File: config.mk
export PLATFORM = sky130hd
export DESIGN_NAME = timestamp_sequencer
export DESIGN_NICKNAME = d
export VERILOG_FILES = /design/src/rtl/timestamp_sequencer.sv
export SDC_FILE = /design/constraint.sdc
export NUM_CORES = 1
export LEC_CHECK = 0
export CAP_MARGIN = 20
export CELL_PAD_IN_SITES_DETAIL_PLACEMENT = 0
export CELL_PAD_IN_SITES_GLOBAL_PLACEMENT = 1
export CORE_ASPECT_RATIO = 0.8
export CORE_MARGIN = 1.5
export CORE_UTILIZATION = 55
export DETAILED_ROUTE_END_ITERATION = 10
export GPL_TIMING_DRIVEN = 0
export PLACE_DENSITY = 0.91
export REMOVE_ABC_BUFFERS = 1
export SETUP_SLACK_MARGIN = 0.15
export SYNTH_ARGS = -nofsm -noshare
export SYNTH_HDL_FRONTEND = slang
export SYNTH_SLANG_ARGS = --single-unit
File: constraint.sdc
create_clock -name clk -period 23.3 [get_ports clk]
set_input_delay 4.66 -clock clk [delete_from_list [all_inputs] [get_ports clk]]
set_output_delay 4.66 -clock clk [all_outputs]
set_load 0.1 [all_outputs]
File: src/rtl/timestamp_sequencer.sv
// Sequences Timestamper start/finish from host pulses and captures the running timestamp
// on probe events into a first-word-fall-through FIFO tagged with the probe index.
`ifndef COMM_FINISH
`define COMM_FINISH 4'h2
`endif

module timestamp_sequencer #(
    parameter int         NUM_PROBES = 4,
    parameter int         FIFO_DEPTH = 16,
    parameter logic [3:0] CMD_NONE   = 4'h0,
    parameter logic [3:0] CMD_FINISH = `COMM_FINISH
) (
    input  logic                            clk,
    input  logic                            rst,
    input  logic                            host_start,
    input  logic                            host_stop,
    output logic                            busy,
    input  logic [NUM_PROBES-1:0]           probe_evt,
    output logic                            ts_start,
    output logic [3:0]                      ts_command,
    input  logic                            ts_done,
    input  logic [63:0]                     ts_timestamp,
    output logic                            rd_valid,
    input  logic                            rd_en,
    output logic [63:0]                     rd_data,
    output logic [$clog2(NUM_PROBES)-1:0]   rd_probe_id,
    output logic [$clog2(FIFO_DEPTH):0]     fifo_count,
    output logic                            overflow,
    output logic [15:0]                     dropped_count
);

    localparam int PW = $clog2(NUM_PROBES);
    localparam int AW = $clog2(FIFO_DEPTH);
    localparam int CW = AW + 1;

    typedef enum logic [1:0] {S_IDLE, S_START, S_RUN, S_FINISH} state_t;

    state_t                  state;
    logic [NUM_PROBES-1:0]   pending;
    logic [63:0]             hold [NUM_PROBES];
    logic [PW-1:0]           last_grant;
    logic [63:0]             data_mem [FIFO_DEPTH];
    logic [PW-1:0]           id_mem [FIFO_DEPTH];
    logic [AW-1:0]           wr_ptr;
    logic [AW-1:0]           rd_ptr;

    logic                    flush;
    logic                    armed;
    logic                    gnt_any;
    logic [PW-1:0]           gnt_idx;
    logic                    push;
    logic                    pop;
    logic [NUM_PROBES-1:0]   accept;
    logic [16:0]             drop_sum;
    logic [16:0]             drop_total;

    assign flush    = (state == S_IDLE) && host_start;
    assign armed    = (state == S_RUN);
    assign rd_valid = (fifo_count != '0);
    assign rd_data     = rd_valid ? data_mem[rd_ptr] : '0;
    assign rd_probe_id = rd_valid ? id_mem[rd_ptr] : '0;
    assign push = gnt_any && !flush;
    assign pop  = rd_en && rd_valid && !flush;
    assign drop_total = {1'b0, dropped_count} + drop_sum;

    always_ff @(posedge clk or posedge rst) begin
        if (rst) begin
            state      <= S_IDLE;
            ts_start   <= 1'b0;
            ts_command <= CMD_NONE;
            busy       <= 1'b0;
        end else begin
            case (state)
                S_IDLE: if (host_start) begin
                    state    <= S_START;
                    ts_start <= 1'b1;
                    busy     <= 1'b1;
                end
                S_START: begin
                    state    <= S_RUN;
                    ts_start <= 1'b0;
                end
                S_RUN: if (host_stop) begin
                    state      <= S_FINISH;
                    ts_command <= CMD_FINISH;
                end
                S_FINISH: if (ts_done) begin
                    state      <= S_IDLE;
                    ts_command <= CMD_NONE;
                    busy       <= 1'b0;
                end
                default: state <= S_IDLE;
            endcase
        end
    end

    // Round-robin: descending walk so the pending probe closest after last_grant wins.
    always_comb begin
        int idx;
        idx     = 0;
        gnt_any = 1'b0;
        gnt_idx = '0;
        for (int k = NUM_PROBES - 1; k >= 0; k--) begin
            idx = int'(last_grant) + 1 + k;
            if (idx >= NUM_PROBES) idx = idx - NUM_PROBES;
            if (pending[PW'(idx)] && (fifo_count < CW'(FIFO_DEPTH))) begin
                gnt_any = 1'b1;
                gnt_idx = PW'(idx);
            end
        end
    end

    // A probe granted this cycle frees its hold register, so a fresh event is accepted.
    always_comb begin
        accept   = '0;
        drop_sum = '0;
        for (int i = 0; i < NUM_PROBES; i++) begin
            if (armed && probe_evt[i]) begin
                if (!pending[i] || (gnt_any && (gnt_idx == PW'(i))))
                    accept[i] = 1'b1;
                else
                    drop_sum = drop_sum + 17'd1;
            end
        end
    end

    always_ff @(posedge clk or posedge rst) begin
        if (rst) begin
            pending       <= '0;
            last_grant    <= PW'(NUM_PROBES - 1);
            overflow      <= 1'b0;
            dropped_count <= '0;
            wr_ptr        <= '0;
            rd_ptr        <= '0;
            fifo_count    <= '0;
            for (int i = 0; i < NUM_PROBES; i++) hold[i] <= '0;
        end else if (flush) begin
            pending       <= '0;
            overflow      <= 1'b0;
            dropped_count <= '0;
            wr_ptr        <= '0;
            rd_ptr        <= '0;
            fifo_count    <= '0;
        end else begin
            for (int i = 0; i < NUM_PROBES; i++) begin
                if (accept[i]) begin
                    pending[i] <= 1'b1;
                    hold[i]    <= ts_timestamp;
                end else if (push && (gnt_idx == PW'(i))) begin
                    pending[i] <= 1'b0;
                end
            end
            if (push) begin
                wr_ptr     <= wr_ptr + 1'b1;
                last_grant <= gnt_idx;
            end
            if (pop) rd_ptr <= rd_ptr + 1'b1;
            fifo_count <= fifo_count + CW'(push) - CW'(pop);
            if (drop_sum != '0) begin
                overflow      <= 1'b1;
                dropped_count <= (drop_total > 17'h0FFFF) ? 16'hFFFF : drop_total[15:0];
            end
        end
    end

    always_ff @(posedge clk) begin
        if (push) begin
            data_mem[wr_ptr] <= hold[gnt_idx];
            id_mem[wr_ptr]   <= gnt_idx;
        end
    end

endmodule
=== Yosys cells after proc, flatten, opt, wreduce, memory -nomap -nowiden ===
Memories as Yosys holds them, arrays and structs flattened.
Cells that the tools add are included.

* Bits in registers: 300
* Bits in writable memories: 1,056
* Bits of input ports: 74
* Output and inout bits: 95
* Logic and storage cells: 187
* Memories: 2

{| class="wikitable"
|+ Memories
! name !! words !! bits a word !! rd ports !! clocked after memory_dff !! wr ports !! line !! text
|-
| data_mem || 16 || 64 || 1 || 0 || 1 || 42 || <nowiki>logic [63:0] data_mem [FIFO_DEPTH];</nowiki>
|-
| id_mem || 16 || 2 || 1 || 0 || 1 || 43 || <nowiki>logic [PW-1:0] id_mem [FIFO_DEPTH];</nowiki>
|}

* $add $sub $neg: 16
* $lt $le $gt $ge: 11
* Eq/ne operators: 9
* Mux-type cells: 77
* Bitwise logic cells: 2
* Reductions and logical operators: 52

{| class="wikitable"
|+ Operators by type and width
! cell !! count
|-
| $mux 64 || 3
|-
| $bmux 64 s2 || 1
|-
| $mux 17 || 6
|-
| $add 17x1->17 const B || 3
|-
| $mux 16 || 3
|-
| $mux 1 || 36
|-
| $mux 4 || 7
|-
| $mux 2 || 12
|-
| $logic_and 1x1->1 || 20
|-
| $add 16x17->17 || 1
|-
| $gt 17x16->1 const B || 1
|-
| $reduce_bool 17->1 || 1
|-
| $lt 2x4->1 const B || 4
|-
| $ge 4x3->1 const B || 3
|-
| $reduce_and 2->1 || 6
|-
| $reduce_bool 2->1 || 6
|-
| $reduce_bool 3->1 || 4
|-
| $reduce_and 3->1 || 3
|-
| $add 3x2->4 const B || 2
|-
| $add 4x1->4 const B || 2
|-
| $bmux 1 s2 || 4
|-
| $eq 2x2->1 const B || 4
|-
| $pmux 2 s4 || 1
|-
| $pmux 4 s2 || 1
|-
| other kinds (17) || 33
|}

=== Logic depth before layout (Yosys ltp) ===
Gate-level depths: netlist of the first run.

* Depth in word-level cells: 31
* Gate-level depth with buffers: 32
* Depth with buffers taken out: 28

=== Worst setup path after synthesis of the first run ===
Ideal clock, no wire load.

* Kind: input to register
* Start: input probe_evt[0]
* End: register dropped_count[8]
* Library setup time: 0.067 ns
* Data arrival time: 8.785 ns
* Required time: 23.233 ns
* Slack: 14.447 ns
* Stages: 25
* Path buffers: 2
* Cells stage by stage: nand2_1 > nor2_1 > ha_1 > a221oi_2 > nor2b_1 > ha_1 > inv_1 > a211o_1 > o31ai_1 > ha_1 > nand4_1 > a21oi_1 > xnor2_1 > ha_1 > a21oi_1 > o21bai_1 > nand4_1 > nor2b_1 > and4_1 > clkbuf_1 > and4_1 > clkbuf_1 > nor2_1 > a31oi_1 > o22a_1

* Longest elaborated chain between the ends: 16
* Elaborated cells on any way between the ends: 18
* Those cells by class: 4 x add/sub; 1 x order compare; 10 x mux; 3 x reduce/logical

{| class="wikitable"
|+ RTL lines
! what !! line !! text
|-
| start: declaration || 18 || <nowiki>input logic [NUM_PROBES-1:0] probe_evt,</nowiki>
|-
| $logic_and 1x1->1 * || 118 || <nowiki>if (armed && probe_evt[i]) begin</nowiki>
|-
| $mux 1 * || 118 ||
|-
| $add 17x1->17 || 122 || <nowiki>drop_sum = drop_sum + 17'd1;</nowiki>
|-
| $mux 17 || 119 || <nowiki>if (!pending[i] || (gnt_any && (gnt_idx == PW'(i))))</nowiki>
|-
| $mux 17 * || 118 ||
|-
| $add 17x1->17 || 122 ||
|-
| $mux 17 || 119 ||
|-
| $mux 17 * || 118 ||
|-
| $add 17x1->17 || 122 ||
|-
| $mux 17 || 119 ||
|-
| $mux 17 * || 118 ||
|-
| $add 16x17->17 || 64 || <nowiki>assign drop_total = {1'b0, dropped_count} + drop_sum;</nowiki>
|-
| $gt 17x16->1 || 161 || <nowiki>dropped_count <= (drop_total > 17'h0FFFF) ? 16'hFFFF : drop_total[15:0];</nowiki>
|-
| $mux 16 || 161 ||
|-
| $mux 16 || 159 || <nowiki>if (drop_sum != '0) begin</nowiki>
|-
| $mux 16 || 137 || <nowiki>end else if (flush) begin</nowiki>
|-
| end signal: assignment || 161 ||
|-
| end: declaration || 29 || <nowiki>output logic [15:0] dropped_count</nowiki>
|}

Mark *: on every way between the ends. The rest lies on a longest branch, timed or not. The select of a mux whose other input is x is not followed.
A chain may end at the register's enable or synchronous reset.

=== Worst setup path in the final report of the first run ===
* Start: register rd_ptr[0]
* End: output rd_data[44]

* Longest elaborated chain between the ends: 2

{| class="wikitable"
|+ RTL lines
! what !! line !! text
|-
| start: declaration || 45 || <nowiki>logic [AW-1:0] rd_ptr;</nowiki>
|-
| start signal: assignment || 157 || <nowiki>if (pop) rd_ptr <= rd_ptr + 1'b1;</nowiki>
|-
| $mem_v2 16x64 || -- ||
|-
| $mux 64 || 60 || <nowiki>assign rd_data = rd_valid ? data_mem[rd_ptr] : '0;</nowiki>
|-
| end: declaration || 25 || <nowiki>output logic [63:0] rd_data,</nowiki>
|}

No other way between the ends.

==> impl_summary.txt, run 1 <==
----------------------------------------------------
[Outcome]
  Outcome ... completed

[Yosys]
  Synth Cell Area ... 54,500 sq um
  Synth Register Bits ... 1,353
  Share of synthesized area occupied by flip-flops and latches ... 71.8%
  Distinct cell type count after synthesis ... 70
  Warnings from Yosys ... 0
  Post-synth EDFFs ... 1,056
  Post-synthesis instance total ... 2,722
  Share of flip-flops with an asynchronous set or reset after synthesis ... 22.0%
  Average cell area after synthesis ... 20.0 sq um
  Most used DFF post-synth ... edfxtp_1

[STA]
  Final Hold Slack ... 0.491 ns
  Worst path setup slack after routing ... 13.93 ns
  Maximum clock skew at final layout ... 0.0296 ns
  Unrepaired setup endpoints after global routing ... no
  Highest clock rate ... 107 MHz
  Hold Violations, Final ... 0
  Slew @ Worst Pin ... 1.10 ns
  Slew Viols, Final ... 0
  Period utilization ... 40.2%
  Final-layout setup total negative slack ... 0 ns
  Worst relative slew slack ... 26.4%
  Number of setup violations in the final report ... 0
  Final critical path time including I/O delays and setup ... 9.37 ns

[Setup path]
  Worst EP arrival ... 4.71 ns
  R2R Path End ... dropped_count[8]$_DFFE_PP0P_
  Critical Path Max Stage Delay ... 0.96 ns
  Cell-by-cell listing of the critical path ... buf_16 -> buf_16 -> buf_12 -> mux4_2 -> mux4_2 -> and2_1 -> clkdlybuf4s50_1
  Launching element type of the critical path ... flip-flop
  Depth of the most critical reg-to-reg path ... 29
  Worst Setup Path Type ... flip-flop to output port
  Worst flop-to-flop path startpoint ... last_grant[1]$_DFFE_PP1P_
  Crit path required time ... 18.64 ns
  CP max-delay cell ... clkdlybuf4s50_1
  Critical path endpoint category ... output port
  Worst-path fanout max ... 43
  R2R setup slack ... 15.22 ns

[Global routing]
  Antenna violations before repair ... 7
  Wire length of the first global-routing pass ... 203 mm
  Largest net degree at the start of global routing ... 125
  Global route overflow ... 0
  Tot GR Track Use ... 27.5%
  Via count of the first global-routing pass ... 30,300

[Placement]
  Placement Setup Slack ... 13.43 ns
  Quantity of I/O buffers inserted on ports ... 165
  HPWL after detailed placement ... 72.5 mm
  Weighted congestion at the end of routability-driven global placement ... 0.760
  Placed cell areas ... 58,600 sq um

[Route]
  1st-iter DRT viols ... 3,392
  Wire length reported by the detailed router ... 137 mm
  Post-DRT Antenna Nets ... 0
  Number of remaining DRC errors ... 0
  Total number of vias ... 28,400
  First-pass DRT Iterations ... 5
  Routed length per instance ... 31.5 um
  Vias/cell ... 6.50

[Die]
  Area inside the core boundary ... 98,500 sq um
  Vertical die dimension ... 285 um
  Effective utilization at floorplan ... 55.4%
  Die ar. ... 101,000 sq um
  Std-Cell Rows ... 103
  I/O pin total ... 169
  Width of the die ... 355 um

[Clock network]
  Clock tree from TritonCTS ... yes
  Setup bufs post-CTS ... 0
  Number of cells upsized or downsized after cts ... 0
  H-tree Lvls ... 3
  Hold_buf cts ... 0
  CTS clk-pin slew, worst paths ... 0.06 ns
  Clock latency of the later-clocked register in the worst-skew pair ... 0.71 ns
  Max clock buf depth ... 3
  Number of buffers created by CTS ... 121
  Clock sinks ... 1,353
  CTS Root Cell ... clkbuf_16

[Hold path]
  Kind of path behind the tightest hold check ... flip-flop to flip-flop
  Min-Delay Endpoint ... hold[176]$_DFFE_PP0P_
  WHS Path Cells ... 1
  Hold Startpoint ... hold[176]$_DFFE_PP0P_

[Final layout]
  Filler cell count in the final layout ... 6,143
  Share of cells above drive strength 1 ... 30.8%
  Area overhead of the layout relative to synthesis ... 15.4%
  Layout Nets ... 3,044
  Most common cell after layout, fill and taps aside ... edfxtp_1
  Commonest non-fill, non-tap cells in the layout ... 1,056 x edfxtp_1, 330 x mux4_2, 304 x mux2_2
  Final Cell Area ... 62,900 sq um

[Run]
  Max_cap viols ... 0

----------------------------------------------------
-- logic make-up after synthesis --
group / synth area share (%)
flip-flops: 71.8
buffers and inverters: 1.40
adder cells (fa/ha/maj): 0.578
multiplexers: 21.6
AND/OR/NAND/NOR: 2.49
XOR/XNOR: 0.193
AO/OA/AOI/OAI: 1.97
other: 0.00688
-- synthesized netlist by cell type, types with 3 or more instances --
cell type,count,area share (%)
o22a_1,10,0.16
buf_6,5,0.10
a21o_1,4,0.055
a21boi_0,5,0.069
and2_1,86,0.99
and4_1,4,0.064
nand3_1,14,0.13
o21ai_0,10,0.092
o21ai_1,4,0.037
mux2_2,304,6.3
and3_1,3,0.034
a211o_1,3,0.048
o31ai_1,3,0.041
mux2_1,18,0.37
nand4_1,7,0.080
ha_1,22,0.50
o21a_1,4,0.055
buf_1,31,0.21
nor3b_1,5,0.069
a21oi_1,94,0.86
xor2_1,6,0.096
a31oi_1,10,0.11
buf_4,4,0.055
mux4_2,330,14
nand2b_1,4,0.046
mux2i_1,69,1.3
dfrtp_1,295,14
nand2_1,25,0.17
nor3_1,4,0.037
inv_1,19,0.13
xnor2_1,6,0.096
clkbuf_1,95,0.65
nor2b_1,4,0.046
buf_2,25,0.23
nor2_1,91,0.63
edfxtp_1,1056,58
-- sequential cells by signal, summed over array words and instances, names as in the netlist, 2 cells and up --
signal / cells
data_mem: 1024
dropped_count: 16
fifo_count: 5
hold: 256
id_mem: 32
last_grant: 2
pending: 4
rd_ptr: 4
state: 2
wr_ptr: 4
-- worst max-delay path by stage --
stage | from | to | slack (ns)
floorplan | rd_ptr[0]$_DFFE_PP0P_ | rd_data[0] | 6.82
global placement | rd_ptr[0]$_DFFE_PP0P_ | rd_probe_id[0] | 2.50
detailed placement | probe_evt[0] | dropped_count[8]$_DFFE_PP0P_ | 13.43
CTS | rd_ptr[0]$_DFFE_PP0P_ | rd_data[44] | 13.83
global route | probe_evt[0] | dropped_count[8]$_DFFE_PP0P_ | 13.65
finish | rd_ptr[0]$_DFFE_PP0P_ | rd_data[44] | 13.93
-- worst max-delay path: cells and delay by family, from the launching register on --
family	cells	cell delay [ns]
buf+inv	4	1.95
simple gates	1	0.19
flops	1	0.71
mux	2	1.09
-- through the flow --
stage	utilization (%)	instances
floorplan	-	2564
finish	63.9	4365
global route	63.9	4365
global placement	58.1	4041
detailed placement	59.5	4099
CTS	63.6	4328
-- layer usage --
metal | GRT usage [%] | routed length, um
met1 | 34.3 | 48100
met2 | 47.8 | 72100
met3 | 5.29 | 11500
met4 | 10.5 | 5570
met5 | 0 | 40
-- final cells by class --
| class | instances | area [sq um] | share of cell area [%] |
|---|---|---|---|
| clock inverter | 69 | 831 | 1.32 |
| timing repair buffer | 259 | 3300 | 5.25 |
| antenna | 1 | 2.50 | 0.00398 |
| multi-input combinational | 1191 | 14700 | 23.4 |
| sequential | 1353 | 39200 | 62.2 |
| inverter | 20 | 87.6 | 0.139 |
| tap | 1312 | 1640 | 2.61 |
| clock buffer | 160 | 3210 | 5.09 |
Power of run 1 is not shown: default switching activity piles up to over one toggle a cycle in this logic, so the estimate is an artifact.
==> run 2: changes to the inputs <==
--- a/config.mk
+++ b/config.mk
@@ -10,10 +10,10 @@
 export CELL_PAD_IN_SITES_GLOBAL_PLACEMENT = 1
 export CORE_ASPECT_RATIO = 0.8
 export CORE_MARGIN = 1.5
-export CORE_UTILIZATION = 55
+export CORE_UTILIZATION = 54
 export DETAILED_ROUTE_END_ITERATION = 10
 export GPL_TIMING_DRIVEN = 0
-export PLACE_DENSITY = 0.91
+export PLACE_DENSITY = 0.89
 export REMOVE_ABC_BUFFERS = 1
 export SETUP_SLACK_MARGIN = 0.15
 export SYNTH_ARGS = -nofsm -noshare
==> constraint.sdc (replaced) <==
create_clock -name clk -period 9.5 [get_ports clk]
set_input_delay 1.9 -clock clk [delete_from_list [all_inputs] [get_ports clk]]
set_output_delay 1.9 -clock clk [all_outputs]
set_load 0.1 [all_outputs]
==> run 2 against run 1 <==
Non-clock buffer count shrank 4. Die area up 1.8%. Global-route usage down 1.4 points. Sequential share of layout area about the same. Critical path depth rose by 23. Design area about the same. Hold slack better by 0.0011 ns. Worst setup slack lost 13 ns. Count of clock-buffer cells in the layout up 17. Register-to-register slack lost 14 ns. Routed wire length is 3.3% lower. Critical endpoint is now dropped_count[8]$_DFFE_PP0P_.
==> impl_summary.txt, run 2 (synthesized netlist as in run 1, its figures left out) <==
----------------------------------------------------
[Clock network]
  Clock latency of the later-clocked register in the worst-skew pair ... 0.74 ns (was 0.71 ns)
  Max clock buf depth ... 3 (unchanged)
  Clock tree from TritonCTS ... yes (unchanged)
  H-tree Lvls ... 4 (was 3)
  Clock sinks ... 1,353 (unchanged)
  Number of buffers created by CTS ... 130 (was 121)
  CTS clk-pin slew, worst paths ... 0.06 ns (about the same)
  Hold_buf cts ... 0 (unchanged)
  CTS Root Cell ... clkbuf_16 (unchanged)
  Number of cells upsized or downsized after cts ... 0 (unchanged)
  Setup bufs post-CTS ... 0 (unchanged)

[Hold path]
  Hold Startpoint ... hold[106]$_DFFE_PP0P_ (was hold[176]$_DFFE_PP0P_)
  WHS Path Cells ... 1 (unchanged)
  Min-Delay Endpoint ... hold[106]$_DFFE_PP0P_ (was hold[176]$_DFFE_PP0P_)
  Kind of path behind the tightest hold check ... flip-flop to flip-flop (unchanged)

[Final layout]
  Area overhead of the layout relative to synthesis ... 15.4% (about the same)
  Share of cells above drive strength 1 ... 31.0% (was 30.8%)
  Area taken by flip-flops and latches ... 39,200 sq um (unchanged)
  Number of diodes added for antenna fixing ... 0 (was 1)
  Regs by FF count ... data_mem: 1024 flops, hold: 256 flops, id_mem: 32 flops (unchanged)
  Area taken by multi-input logic gates ... 14,700 sq um (about the same)
  Number of flip-flops under the largest register name ... 1,024 (unchanged)
  Register bank with the most flops ... data_mem (unchanged)
  Final Cell Area ... 63,000 sq um (was 62,900 sq um)
  Filler cell count in the final layout ... 6,320 (was 6,143)
  Most common cell after layout, fill and taps aside ... edfxtp_1 (unchanged)
  Commonest non-fill, non-tap cells in the layout ... 1,056 x edfxtp_1, 330 x mux4_2, 304 x mux2_2 (unchanged)
  Layout Nets ... 3,049 (was 3,044)

[Outcome]
  Outcome ... completed (unchanged)

[Setup path]
  Depth of the most critical reg-to-reg path ... 30 (was 29)
  Critical path endpoint category ... flip-flop (was output port)
  Category of cells accounting for the largest share of critical-path delay ... simple AND/OR/NAND/NOR gates (was buffers and inverters)
  Worst-path fanout max ... 60 (was 43)
  R2R setup slack ... 1.20 ns (was 15.22 ns)
  Most repeated library cell on the critical path ... ha_1
  Buffers & Inverters on Critical Path ... 4 (unchanged)
  Critical Path Max Stage Delay ... 0.74 ns (was 0.96 ns)
  R2R Path End ... dropped_count[8]$_DFFE_PP0P_ (unchanged)
  Launching element type of the critical path ... flip-flop (unchanged)
  Worst EP arrival ... 8.98 ns (was 4.71 ns)
  CP max-delay cell ... dfstp_2 (was clkdlybuf4s50_1)
  Crit path required time ... 10.18 ns (was 18.64 ns)
  Worst Setup Path Type ... flip-flop to flip-flop (was flip-flop to output port)
  Worst flop-to-flop path startpoint ... last_grant[1]$_DFFE_PP1P_ (unchanged)

[Die]
  Width of the die ... 358 um (was 355 um)
  Area inside the core boundary ... 100,000 sq um (was 98,500 sq um)
  I/O pin total ... 169 (unchanged)
  Std-Cell Rows ... 104 (was 103)
  Die ar. ... 103,000 sq um (was 101,000 sq um)
  Effective utilization at floorplan ... 54.4% (was 55.4%)
  Vertical die dimension ... 287 um (was 285 um)

[STA]
  Number of setup violations in the final report ... 0 (unchanged)
  Slew @ Worst Pin ... 1.11 ns (was 1.10 ns)
  Period utilization ... 87.4%
  Final critical path time including I/O delays and setup ... 8.30 ns
  Final-layout setup total negative slack ... 0 ns (unchanged)
  Maximum clock skew at final layout ... 0.0285 ns (was 0.0296 ns)
  Unrepaired setup endpoints after global routing ... no (unchanged)
  Slew Viols, Final ... 0 (unchanged)
  Highest clock rate ... 120 MHz
  Worst relative slew slack ... 26.1% (was 26.4%)
  Hold Violations, Final ... 0 (unchanged)

[Global routing]
  Antenna violations before repair ... 5 (was 7)
  Largest net degree at the start of global routing ... 130 (was 125)
  Tot GR Track Use ... 26.2% (was 27.5%)
  Via count of the first global-routing pass ... 30,100 (was 30,300)
  Wire length of the first global-routing pass ... 196 mm (was 203 mm)
  Global route overflow ... 0 (unchanged)

[Route]
  Post-DRT Antenna Nets ... 0 (unchanged)
  Number of remaining DRC errors ... 0 (unchanged)
  First-pass DRT Iterations ... 5 (unchanged)
  1st-iter DRT viols ... 2,892 (was 3,392)
  Highest metal layer used by the detailed router ... met5 (unchanged)
  Vias/cell ... 6.37 (was 6.50)
  Routed length per instance ... 30.3 um (was 31.5 um)
  Routed length on met1 ... 47.8 mm (was 48.1 mm)
  Wire length reported by the detailed router ... 133 mm (was 137 mm)
  Amount of wire on met2 after detailed routing ... 69.8 mm (was 72.1 mm)
  Detail Route met3 WL ... 10.3 mm (was 11.5 mm)
  Total number of vias ... 27,900 (was 28,400)

[Run]
  Max_cap viols ... 0 (unchanged)

[Placement]
  Quantity of I/O buffers inserted on ports ... 165 (unchanged)
  Placed cell areas ... 58,600 sq um (about the same)
  HPWL after detailed placement ... 70.9 mm (was 72.5 mm)
  Weighted congestion at the end of routability-driven global placement ... 0.776 (was 0.760)

----------------------------------------------------
==> run 2: cell types whose count changed in the layout (fill, tap and decap cells not counted), sizes merged <==
cell      previous run  this run
diode                1         0
clkinvlp             3         5
bufinv              18         8
inv                 23        25
clkbuf             162       178
clkinv              45        40
buf                 92        89
==> run 2: per-stage QoR <==
stage | cells | utilization (%) | hold slack (ns) | worst slack [ns]
after global routing | 4379 | 62.8 | 0.517 | 0.598
final | 4379 | 62.8 | 0.492 | 1.20
after detailed placement | 4112 | 58.4 | 0.474 | 1.31
after CTS | 4347 | 62.5 | 0.489 | 1.27
after global placement | 4054 | 57.0 | 0.463 | -8.58
after floorplan | 2564 | - | 0.454 | -4.22
==> run 2: worst max path at each step <==
stage / startpoint / end / slack (ns) / cells after the start
floorplan: rd_ptr[0]$_DFFE_PP0P_ / rd_data[0] / -4.22 / 3
global placement: rd_ptr[0]$_DFFE_PP0P_ / rd_probe_id[0] / -8.58 / 4
detailed placement: last_grant[1]$_DFFE_PP1P_ / dropped_count[8]$_DFFE_PP0P_ / 1.31 / 30
global route: last_grant[1]$_DFFE_PP1P_ / dropped_count[8]$_DFFE_PP0P_ / 0.60 / 30
CTS: last_grant[1]$_DFFE_PP1P_ / dropped_count[8]$_DFFE_PP0P_ / 1.27 / 30
finish: last_grant[1]$_DFFE_PP1P_ / dropped_count[8]$_DFFE_PP0P_ / 1.20 / 30
==> run 2: metal layers <==
layer | track usage [%] | vias up
met1 | 32.4 | 14700
met3 | 5.09 | 320
met2 | 45.5 | 1439
met4 | 10.3 | 4
met5 | 0 | -
li1 | - | 11400
==> run 2: final cells by class <==
class,count,area share [%]
clock inverter,58,0.821
sequential,1353,62.2
timing repair buffer,255,5.08
multi-input combinational,1191,23.4
inverter,20,0.139
tap,1325,2.63
clock buffer,177,5.76
Power of run 2 is left out for the same reason.
